--- config.mk ---
export PLATFORM = sky130hd
export DESIGN_NAME = bp_fe_bht_sched
export DESIGN_NICKNAME = d
export VERILOG_FILES = /design/src/rtl/bp_fe_bht_sched.sv
export SDC_FILE = /design/constraint.sdc
export NUM_CORES = 1
export LEC_CHECK = 0
export BUFFER_PORTS_ARGS = -buffer_cell sky130_fd_sc_hd__buf_2
export CAP_MARGIN = 40
export CORE_UTILIZATION = 50
export CTS_CLUSTER_SIZE = 16
export DETAILED_ROUTE_END_ITERATION = 10
export GPL_TIMING_DRIVEN = 1
export HOLD_SLACK_MARGIN = 0.05
export PLACE_DENSITY = 0.72
export RECOVER_POWER = 100
export SLEW_MARGIN = 20
export SYNTH_ARGS = -nofsm -noshare
export SYNTH_HDL_FRONTEND = slang
export SYNTH_SLANG_ARGS = --single-unit
--- constraint.sdc ---
create_clock -name clk_i -period 2 [get_ports clk_i]
set_input_delay 0.2 -clock clk_i [delete_from_list [all_inputs] [get_ports clk_i]]
set_output_delay 0.2 -clock clk_i [all_outputs]
set_load 0.05 [all_outputs]
--- src/rtl/bp_fe_bht_sched.sv ---
// bp_fe_bht_sched
// Port scheduler for the front-end branch history table. One single-ported
// 1RW counter SRAM is shared between the fetch prediction read, buffered
// read-modify-write counter updates and the table-initialisation sweep.
// Saturating counter arithmetic for updates is done here.
//
// Optional feature: define BP_FE_BHT_SCHED_FLUSH_EN to let flush_i empty the
// update FIFO and re-run the initialisation sweep. Without it flush_i is
// ignored and the table is only initialised after reset.

module bp_fe_bht_sched #(
   parameter int bht_idx_width_p   = 3,
   parameter int bp_cnt_sat_bits_p = 2,
   parameter int upd_fifo_els_p    = 4
) (
   input  logic                         clk_i,
   input  logic                         reset_n_i,
   input  logic                         flush_i,

   input  logic                         r_v_i,
   input  logic [bht_idx_width_p-1:0]   r_idx_i,
   output logic                         r_ready_o,
   output logic                         predict_v_o,
   output logic                         predict_o,

   input  logic                         w_v_i,
   input  logic [bht_idx_width_p-1:0]   w_idx_i,
   input  logic                         w_taken_i,
   output logic                         w_ready_o,

   output logic                         init_done_o,

   output logic                         mem_v_o,
   output logic                         mem_w_o,
   output logic [bht_idx_width_p-1:0]   mem_addr_o,
   output logic [bp_cnt_sat_bits_p-1:0] mem_data_o,
   input  logic [bp_cnt_sat_bits_p-1:0] mem_data_i
);

   localparam int ptr_w_lp = $clog2(upd_fifo_els_p);

   // Weakly not-taken: MSB clear, all lower bits set
   localparam logic [bp_cnt_sat_bits_p-1:0] cnt_init_lp =
      bp_cnt_sat_bits_p'((1 << (bp_cnt_sat_bits_p - 1)) - 1);
   localparam logic [bp_cnt_sat_bits_p-1:0] cnt_max_lp  = '1;
   localparam logic [bp_cnt_sat_bits_p-1:0] cnt_min_lp  = '0;
   localparam logic [bht_idx_width_p-1:0]   idx_last_lp = '1;

   // Top-level scheduler states
   localparam logic [0:0] state_init_lp  = 1'b0;
   localparam logic [0:0] state_ready_lp = 1'b1;

   // Read-modify-write sub-phases; RD is the cycle a FIFO entry is popped
   // and its counter read, WR is the following cycle that writes it back
   localparam logic [1:0] rmw_idle_lp = 2'd0;
   localparam logic [1:0] rmw_rd_lp   = 2'd1;
   localparam logic [1:0] rmw_wr_lp   = 2'd2;

   logic [0:0]                   state_q;
   logic [bht_idx_width_p-1:0]   init_addr_q;
   logic [1:0]                   rmw_state_q;
   logic [1:0]                   rmw_phase;
   logic [bht_idx_width_p-1:0]   rmw_idx_q;
   logic                         rmw_taken_q;
   logic                         flush_pend_q;
   logic                         predict_v_q;

   logic [bht_idx_width_p:0]     fifo_mem [upd_fifo_els_p];
   logic [ptr_w_lp:0]            wr_ptr_q;
   logic [ptr_w_lp:0]            rd_ptr_q;
   logic                         fifo_full;
   logic                         fifo_empty;
   logic [bht_idx_width_p:0]     head_entry;
   logic [bht_idx_width_p-1:0]   head_idx;
   logic                         head_taken;

   logic                         enq;
   logic                         pop;
   logic                         rd_accept;
   logic [bp_cnt_sat_bits_p-1:0] cnt_next;

   logic                         flush_now;
   logic                         flush_defer;
   logic                         init_restart;

   assign fifo_empty = (wr_ptr_q == rd_ptr_q);
   assign fifo_full  = (wr_ptr_q[ptr_w_lp] != rd_ptr_q[ptr_w_lp]) &&
                       (wr_ptr_q[ptr_w_lp-1:0] == rd_ptr_q[ptr_w_lp-1:0]);
   assign head_entry = fifo_mem[rd_ptr_q[ptr_w_lp-1:0]];
   assign head_idx   = head_entry[bht_idx_width_p:1];
   assign head_taken = head_entry[0];

   assign enq = w_v_i && w_ready_o;

`ifdef BP_FE_BHT_SCHED_FLUSH_EN
   // A flush seen during RD waits one cycle so the WR of that update lands
   assign flush_now    = (state_q == state_ready_lp) &&
                         (flush_pend_q || (flush_i && (rmw_phase != rmw_rd_lp)));
   assign flush_defer  = (state_q == state_ready_lp) && flush_i && (rmw_phase == rmw_rd_lp);
   assign init_restart = (state_q == state_init_lp) && flush_i;
`else
   logic unused_flush;
   assign unused_flush = flush_i;
   assign flush_now    = 1'b0;
   assign flush_defer  = 1'b0;
   assign init_restart = 1'b0;
`endif

   assign init_done_o = (state_q == state_ready_lp);
   assign predict_v_o = predict_v_q;
   assign predict_o   = predict_v_q & mem_data_i[bp_cnt_sat_bits_p-1];

   // Saturating increment/decrement of the counter returned by the RD phase
   always_comb begin
      cnt_next = mem_data_i;
      if (rmw_taken_q) begin
         if (mem_data_i != cnt_max_lp) begin
            cnt_next = mem_data_i + bp_cnt_sat_bits_p'(1);
         end
      end else begin
         if (mem_data_i != cnt_min_lp) begin
            cnt_next = mem_data_i - bp_cnt_sat_bits_p'(1);
         end
      end
   end

   // Single-port arbitration: sweep in INIT, else WR > full-pop > fetch > pop
   always_comb begin
      mem_v_o    = 1'b0;
      mem_w_o    = 1'b0;
      mem_addr_o = '0;
      mem_data_o = '0;
      r_ready_o  = 1'b0;
      w_ready_o  = 1'b0;
      pop        = 1'b0;
      rd_accept  = 1'b0;
      rmw_phase  = rmw_idle_lp;
      if (reset_n_i) begin
         if (state_q == state_init_lp) begin
            mem_v_o    = 1'b1;
            mem_w_o    = 1'b1;
            mem_addr_o = init_addr_q;
            mem_data_o = cnt_init_lp;
         end else begin
            w_ready_o = !fifo_full;
            if (rmw_state_q == rmw_wr_lp) begin
               rmw_phase  = rmw_wr_lp;
               mem_v_o    = 1'b1;
               mem_w_o    = 1'b1;
               mem_addr_o = rmw_idx_q;
               mem_data_o = cnt_next;
            end else if (fifo_full) begin
               rmw_phase  = rmw_rd_lp;
               pop        = 1'b1;
               mem_v_o    = 1'b1;
               mem_addr_o = head_idx;
            end else begin
               r_ready_o = 1'b1;
               if (r_v_i) begin
                  rd_accept  = 1'b1;
                  mem_v_o    = 1'b1;
                  mem_addr_o = r_idx_i;
               end else if (!fifo_empty) begin
                  rmw_phase  = rmw_rd_lp;
                  pop        = 1'b1;
                  mem_v_o    = 1'b1;
                  mem_addr_o = head_idx;
               end
            end
         end
      end
   end

   // Scheduler state, init sweep address and RMW bookkeeping
   always_ff @(posedge clk_i or negedge reset_n_i) begin
      if (!reset_n_i) begin
         state_q      <= state_init_lp;
         init_addr_q  <= '0;
         rmw_state_q  <= rmw_idle_lp;
         rmw_idx_q    <= '0;
         rmw_taken_q  <= 1'b0;
         flush_pend_q <= 1'b0;
         predict_v_q  <= 1'b0;
      end else begin
         flush_pend_q <= flush_defer;
         predict_v_q  <= rd_accept;
         if (state_q == state_init_lp) begin
            rmw_state_q <= rmw_idle_lp;
            if (init_restart) begin
               init_addr_q <= '0;
            end else if (init_addr_q == idx_last_lp) begin
               init_addr_q <= '0;
               state_q     <= state_ready_lp;
            end else begin
               init_addr_q <= init_addr_q + 1'b1;
            end
         end else if (flush_now) begin
            state_q     <= state_init_lp;
            init_addr_q <= '0;
            rmw_state_q <= rmw_idle_lp;
         end else if (rmw_phase == rmw_rd_lp) begin
            rmw_state_q <= rmw_wr_lp;
            rmw_idx_q   <= head_idx;
            rmw_taken_q <= head_taken;
         end else begin
            rmw_state_q <= rmw_idle_lp;
         end
      end
   end

   // Update FIFO pointers; a flush discards every queued update
   always_ff @(posedge clk_i or negedge reset_n_i) begin
      if (!reset_n_i) begin
         wr_ptr_q <= '0;
         rd_ptr_q <= '0;
      end else if (flush_now) begin
         wr_ptr_q <= '0;
         rd_ptr_q <= '0;
      end else begin
         if (enq) begin
            wr_ptr_q <= wr_ptr_q + 1'b1;
         end
         if (pop) begin
            rd_ptr_q <= rd_ptr_q + 1'b1;
         end
      end
   end

   // Update FIFO storage holds {index, taken}; contents need no reset
   always_ff @(posedge clk_i) begin
      if (enq) begin
         fifo_mem[wr_ptr_q[ptr_w_lp-1:0]] <= {w_idx_i, w_taken_i};
      end
   end

endmodule

==> results.py, run 1 <==
metrics = {
    "status": {
        "outcome": "completed",
    },
    "synthesis": {
        "seq_area_frac_synth_pct": 55.30,
        "syn_area_um2": 1593,
        "synth-async-reset-ratio_pct": 50.00,
        "ys_top_cells_by_count": "dfrtp_1, edfxtp_1, nand2_1",
        "yosys.area.top_type": "edfxtp_1",
        "yosysTopAreaCellShare_pct": 30.16,
        "synth_edf_count": 16,
        "ys_types": 32,
        "synth_nets": 137,
        "syn_inst": 116,
        "synthTopCellsByArea": "edfxtp_1, dfrtp_1, ha_1",
        "ys_warn_count": 0,
        "ys_ff_latch": 32,
        "syn_area_per_cell_um2": 13.73,
        "yosys_most_used_dff": "edfxtp_1",
    },
    "drt": {
        "drt_iter0_drc": 50,
        "num_vias": 1045,
        "drtPass1Iterations": 4,
        "drt-total-wl_um": 3176,
        "vias_per_cell": 5.199,
        "drc": 0,
        "routedWlPerCell_um": 15.80,
        "postRouteAntennaNets": 0,
    },
    "floorplanning": {
        "die_w_um": 58.44,
        "ios": 26,
        "coreArea_um2": 3028,
        "fp-row-count": 20,
        "fp.dieH_um": 58.44,
        "start_util_pct": 52.60,
        "dieArea_um2": 3415,
    },
    "clock_tree": {
        "path_clk_slew_ps": 110,
        "clk_path_buf_depth": 2,
        "clock_latency_ps": 350,
        "cts.sinks": 32,
        "cts-root-buf": "clkbuf_4",
        "cts_tree": "built",
        "numCtsBuffers": 5,
        "htree_levels": 2,
    },
    "finish": {
        "fin_cells": 201,
        "area_growth_pct": 25.53,
        "final_nets": 177,
        "drive_gt1_share_pct": 41.40,
        "fillCellCount": 230,
        "num_antenna_cells": 0,
    },
    "timing": {
        "report.final.slew_viol_count": 0,
        "whs_ps": 118.8,
        "max_freq_mhz": 501.2,
        "fin_ws_ps": 4.971,
        "rsz0062_at_grt": "true",
        "finClkSkew_ps": 16.38,
        "tightestPinTransition_ps": 590.1,
        "relSlewSlack_pct": 60.83,
        "finalCritPeriodShare_pct": 99.75,
        "final_hold_viol_count": 0,
        "finalSetupViolCount": 0,
        "period_needed_ps": 1995,
    },
    "placement": {
        "place_ws_ps": 178.1,
        "port_buffers": 24,
        "dp_cells": 185,
        "gp_congestion": 0.7830,
        "detailed_place_hpwl_um": 2212,
    },
    "power": {
        "irDropWorstVdd_mv": 0.9789,
        "p_sw_uw": 1314,
        "netSwitchingFraction_pct": 42.16,
        "power_leakage_uw": 0.0008574,
        "combPwrFrac_pct": 55.0,
        "p_clk_share_pct": 11.7,
        "internal-power_uw": 1803,
        "power.density_nw_per_um2": 1559,
        "sequentialPowerShare_pct": 33.3,
    },
    "grt": {
        "first_global_vias": 1008,
        "gr-usage-all-layers_pct": 20.16,
        "antenna_found_initial": 0,
        "grt_pass1_wl_um": 4788,
        "grt-ovfl-total": 0,
        "grt_max_degree": 26,
    },
    "worst_hold_path": {
        "hp-class": "input pin to flop",
        "hp-start": "w_idx_i[0]",
    },
    "critical_path": {
        "crit_type": "flop to primary output",
        "crit_start": "wr_ptr_q[1]",
        "required_ps": 1800,
        "cp-end-kind": "primary output",
        "crit_fanout": 6,
        "arrival_ps": 1800,
        "cp-start-kind": "flop",
        "reg2reg_from": "wr_ptr_q[1]",
    },
    "job": {
        "drv_cap": 0,
    },
}
cells in the final DEF (no fill, tap or decap), types with 2 or more instances in the layout:
cell type,Yosys,layout
o21ai_0,6,3
clkinv_2,0,2
xnor2_1,3,3
o221ai_1,3,3
clkbuf_1,2,6
buf_2,0,12
xor2_1,2,2
o21ai_2,0,2
edfxtp_1,16,16
xnor2_4,0,2
and2_1,2,2
buf_4,1,10
nor2_1,4,3
nand2b_1,2,2
a31oi_1,3,3
dlygate4sd3_1,0,3
mux2_2,2,2
buf_6,2,7
dfrtp_2,0,4
nand3_1,2,2
ha_1,7,7
clkbuf_4,0,5
inv_1,6,6
mux4_2,1,3
dfrtp_1,16,12
a21oi_2,0,4
mux2_4,5,5
and3_1,4,3
nand2_1,9,9
power groups by stage:
stage          Combinational (uW)  Clock (uW)  Sequential, uW
6_report                     1710         366            1040
5_1_grt                      1820         409            1050
4_1_cts                      1600         376            1050
3_5_place_dp                 1370           0            1020
3_3_place_gp                 1340           0            1000
2_1_floorplan                1140           0             986
worst max-delay path: stages (launching register included):
cell     delay, ps
dfrtp_2        490
xnor2_4        260
and3_4         280
o21ai_1         90
a21oi_2        150
buf_6          170
registers in the layout, indices dropped and copies added (netlist names):
signal       flops
predict_v_o      1
init_done_o      1
rmw_taken_q      1
rmw_state_q      1
rd_ptr_q         3
rmw_idx_q        3
fifo_mem        16
wr_ptr_q         3
init_addr_q      3
layout make-up:
| class | instances | area, um^2 | area share, % |
|---|---|---|---|
| clock buffers | 5 | 37.54 | 1.877 |
| clock inverters | 3 | 18.77 | 0.9387 |
| inverters | 6 | 22.52 | 1.126 |
| multi-input cells | 73 | 713.2 | 35.67 |
| flip-flops and latches | 32 | 885.9 | 44.31 |
| well taps | 44 | 55.05 | 2.753 |
| repair buffers | 38 | 266.5 | 13.33 |
per-stage QoR:
stage	setup TNS (ps)	total power, uW	cell area (um^2)	utilization (%)
final	0	3116	1999	66.03
after floorplan	0	2125	1615	-
after CTS	-1.168	3021	1949	64.38
after global routing	-215.2	3279	1999	66.03
after detailed placement	0	2393	1798	59.38
after global placement	0	2341	1798	59.38
layer usage:
| metal | GRT usage [%] | part of all wire, % | up-vias |
|---|---|---|---|
| li1 | - | - | 505 |
| met1 | 23.61 | 42 | 510 |
| met2 | 34.15 | 53 | 24 |
| met3 | 6.813 | 3.7 | 6 |
| met4 | 8.163 | 1.4 | 0 |
| met5 | 0 | 0 | - |
what timing repair did:
item / 4_1_cts / 5_1_grt
endpoints found under the hold margin: 16 / 8
hold buffers: 1 / 2
resized for setup: 24 / 9
setup buffers: 3 / 2
pin swaps: 3 / 3
endpoints found under the setup margin: 4 / 5
cloned: 0 / 0
final timing paths:
check / to / cells after the start / slack [ps]
max in group asynchronous: rd_ptr_q[2] / 3 / 1330
min in group asynchronous: rd_ptr_q[0] / 3 / 420
min reg2reg: wr_ptr_q[2] / 1 / 500
min: fifo_mem[0][1] / 1 / 120
max: mem_addr_o[1] / 5 / 5
max reg2reg: rmw_idx_q[1] / 5 / 210
kinds of logic (layout without fill, tap and decap cells):
logic type	after synthesis	in the layout	share of synthesized area (%)
DFF	32	32	55.30
muxes	11	11	12.49
xor gates and xnor gates	7	7	4.792
AOI/OAI and AO/OA	22	22	9.898
adders and majority gates	8	8	6.127
buffers and inverters	11	52	3.771
and+or+nand+nor	25	25	7.619
Power figures use the tool's default switching activity.
==> inputs of run 2 (changes only) <==
==> constraint.sdc (replaced) <==
create_clock -name clk_i -period 2 [get_ports clk_i]
set_input_delay 0.2 -clock clk_i [delete_from_list [all_inputs] [get_ports clk_i]]
set_output_delay 0.2 -clock clk_i [all_outputs]
set_load 0.1 [all_outputs]
==> results.py, run 2 (synthesis gave the netlist of run 1 again) <==
metrics = {
    "finish": {
        "area_growth_pct": 34.25,
        "final_nets": 174,
        "largest_reg_flops": 16,
        "final_common_cell": "edfxtp_1",
        "design_area_um2": 2138,
        "drive_gt1_share_pct": 50.00,
        "fillCellCount": 220,
        "num_antenna_cells": 0,
        "layout_common_cells": "edfxtp_1, buf_2, dfrtp_1",
    },
    "drt": {
        "drt_iter0_drc": 39,
        "postRouteAntennaNets": 0,
        "vias_per_cell": 5.288,
        "drt-total-wl_um": 2921,
        "routedWlPerCell_um": 14.75,
        "drtPass1Iterations": 4,
        "drc": 0,
        "num_vias": 1047,
    },
    "clock_tree": {
        "numCtsBuffers": 5,
        "htree_levels": 2,
        "cts.sinks": 32,
        "cts_tree": "built",
        "clock_latency_ps": 330,
        "clk_path_buf_depth": 2,
        "cts-root-buf": "clkbuf_4",
        "path_clk_slew_ps": 110,
    },
    "timing": {
        "max_freq_mhz": 505.2,
        "tightestPinTransition_ps": 733.9,
        "finalSetupViolCount": 0,
        "tns_ps": 0,
        "finalCritPeriodShare_pct": 98.97,
        "period_needed_ps": 1979,
        "rsz0062_at_grt": "true",
        "report.final.slew_viol_count": 0,
        "final_hold_viol_count": 0,
        "finClkSkew_ps": 8.514,
        "relSlewSlack_pct": 50.91,
    },
    "critical_path": {
        "cpPeakStageDelay_ps": 620,
        "crit_fanout": 4,
        "cpMaxStageDelayCell": "mux4_1",
        "arrival_ps": 1780,
        "crit_chain": "mux4_1 > o21ai_2 > a21oi_4 > buf_12",
        "cp-start-kind": "flop",
        "r2r_slack_ps": 210,
        "cp-end-kind": "primary output",
        "required_ps": 1800,
        "crit_type": "flop to primary output",
    },
    "floorplanning": {
        "ios": 26,
        "die_w_um": 58.44,
        "dieArea_um2": 3415,
        "fp.dieH_um": 58.44,
        "fp-row-count": 20,
        "coreArea_um2": 3028,
        "start_util_pct": 52.60,
    },
    "placement": {
        "detailed_place_hpwl_um": 2144,
        "gp_congestion": 0.7493,
        "port_buffers": 24,
        "placed_area_um2": 1941,
    },
    "status": {
        "outcome": "completed",
    },
    "power": {
        "power.density_nw_per_um2": 1746,
        "power_leakage_uw": 0.0008805,
        "irDropWorstVdd_mv": 0.7634,
    },
    "grt": {
        "grt_pass1_wl_um": 5119,
        "first_global_vias": 1083,
        "gr-usage-all-layers_pct": 20.81,
        "antenna_found_initial": 0,
        "grt-ovfl-total": 0,
        "grt_max_degree": 17,
    },
    "job": {
        "drv_cap": 0,
    },
    "worst_hold_path": {
        "hp-class": "input pin to flop",
    },
}
[run 2: changes by cell type in the layout (fill, tap and decap cells not counted), moves of 2 or more]
cell	delta
buf_2	+2
and3_1	-3
buf_12	+6
a31oi_1	-3
a31oi_2	+3
and3_4	+3
clkbuf_1	-2
dlygate4sd3_1	-2
a21oi_2	-3
a21oi_4	+3
buf_6	-7
[run 2: per-stage QoR]
step	cells	hold WS (ps)	power, uW	setup WS [ps]	util, %
2_1_floorplan	116	-95.59	2595	-63.90	-
3_3_place_gp	183	196.2	2967	208.8	64.09
3_5_place_dp	183	204.4	3009	210.2	64.09
4_1_cts	197	71.10	3723	-11.22	70.08
5_1_grt	198	126.8	3934	-66.13	70.62
6_report	198	128.5	3734	20.56	70.62
[run 2: critical path, delay by kind of cell (launching register included)]
family                 cells  cell delay (ps)
buffers and inverters      1              170
AO/OA/AOI/OAI              2              190
multiplexers               1              620
flip-flops                 1              460
[run 2: layout make-up]
type                            count  area, um^2  share of cell area, %
Clock buffer                        5       37.54                  1.755
Clock inverter                      3       42.54                  1.989
Inverter                            6       22.52                  1.053
Multi-Input combinational cell     73       800.8                  37.45
Sequential cell                    32       889.6                  41.60
Tap cell                           44       55.05                  2.575
Timing Repair Buffer               35       290.3                  13.58
[run 2: routing by layer]
metal | track usage, % | part of all wire (%)
met5 | 0 | 0
met1 | 25.67 | 44
met2 | 33.66 | 49
met3 | 7.253 | 5.1
met4 | 8.503 | 2.2
[run 2: where the power goes]
group	switching, uW	internal [uW]	leakage (uW)	total [uW]
logic	1260	948	0.000503	2210
clock network	225	260	0.0000412	486
registers	169	867	0.000336	1040
total	1660	2080	0.000881	3730
[run 2: worst paths after layout]
| check | startpoint | end | cells past startpoint |
|---|---|---|---|
| max | rd_ptr_q[0] | mem_addr_o[1] | 4 |
| min | w_taken_i | fifo_mem[3][0] | 1 |
| max reg2reg | rd_ptr_q[1] | rmw_idx_q[2] | 5 |
| min reg2reg | wr_ptr_q[2] | wr_ptr_q[2] | 1 |
| max in group asynchronous | reset_n_i | init_done_o | 3 |
| min in group asynchronous | reset_n_i | predict_v_o | 3 |
[run 2: repair_timing]
action	CTS	global route
cloned	0	0
endpoints found under the hold margin	16	0
endpoints found under the setup margin	4	5
hold buffers	1	0
buffers inserted	5	1
pin swaps	3	3
resized for setup	19	3
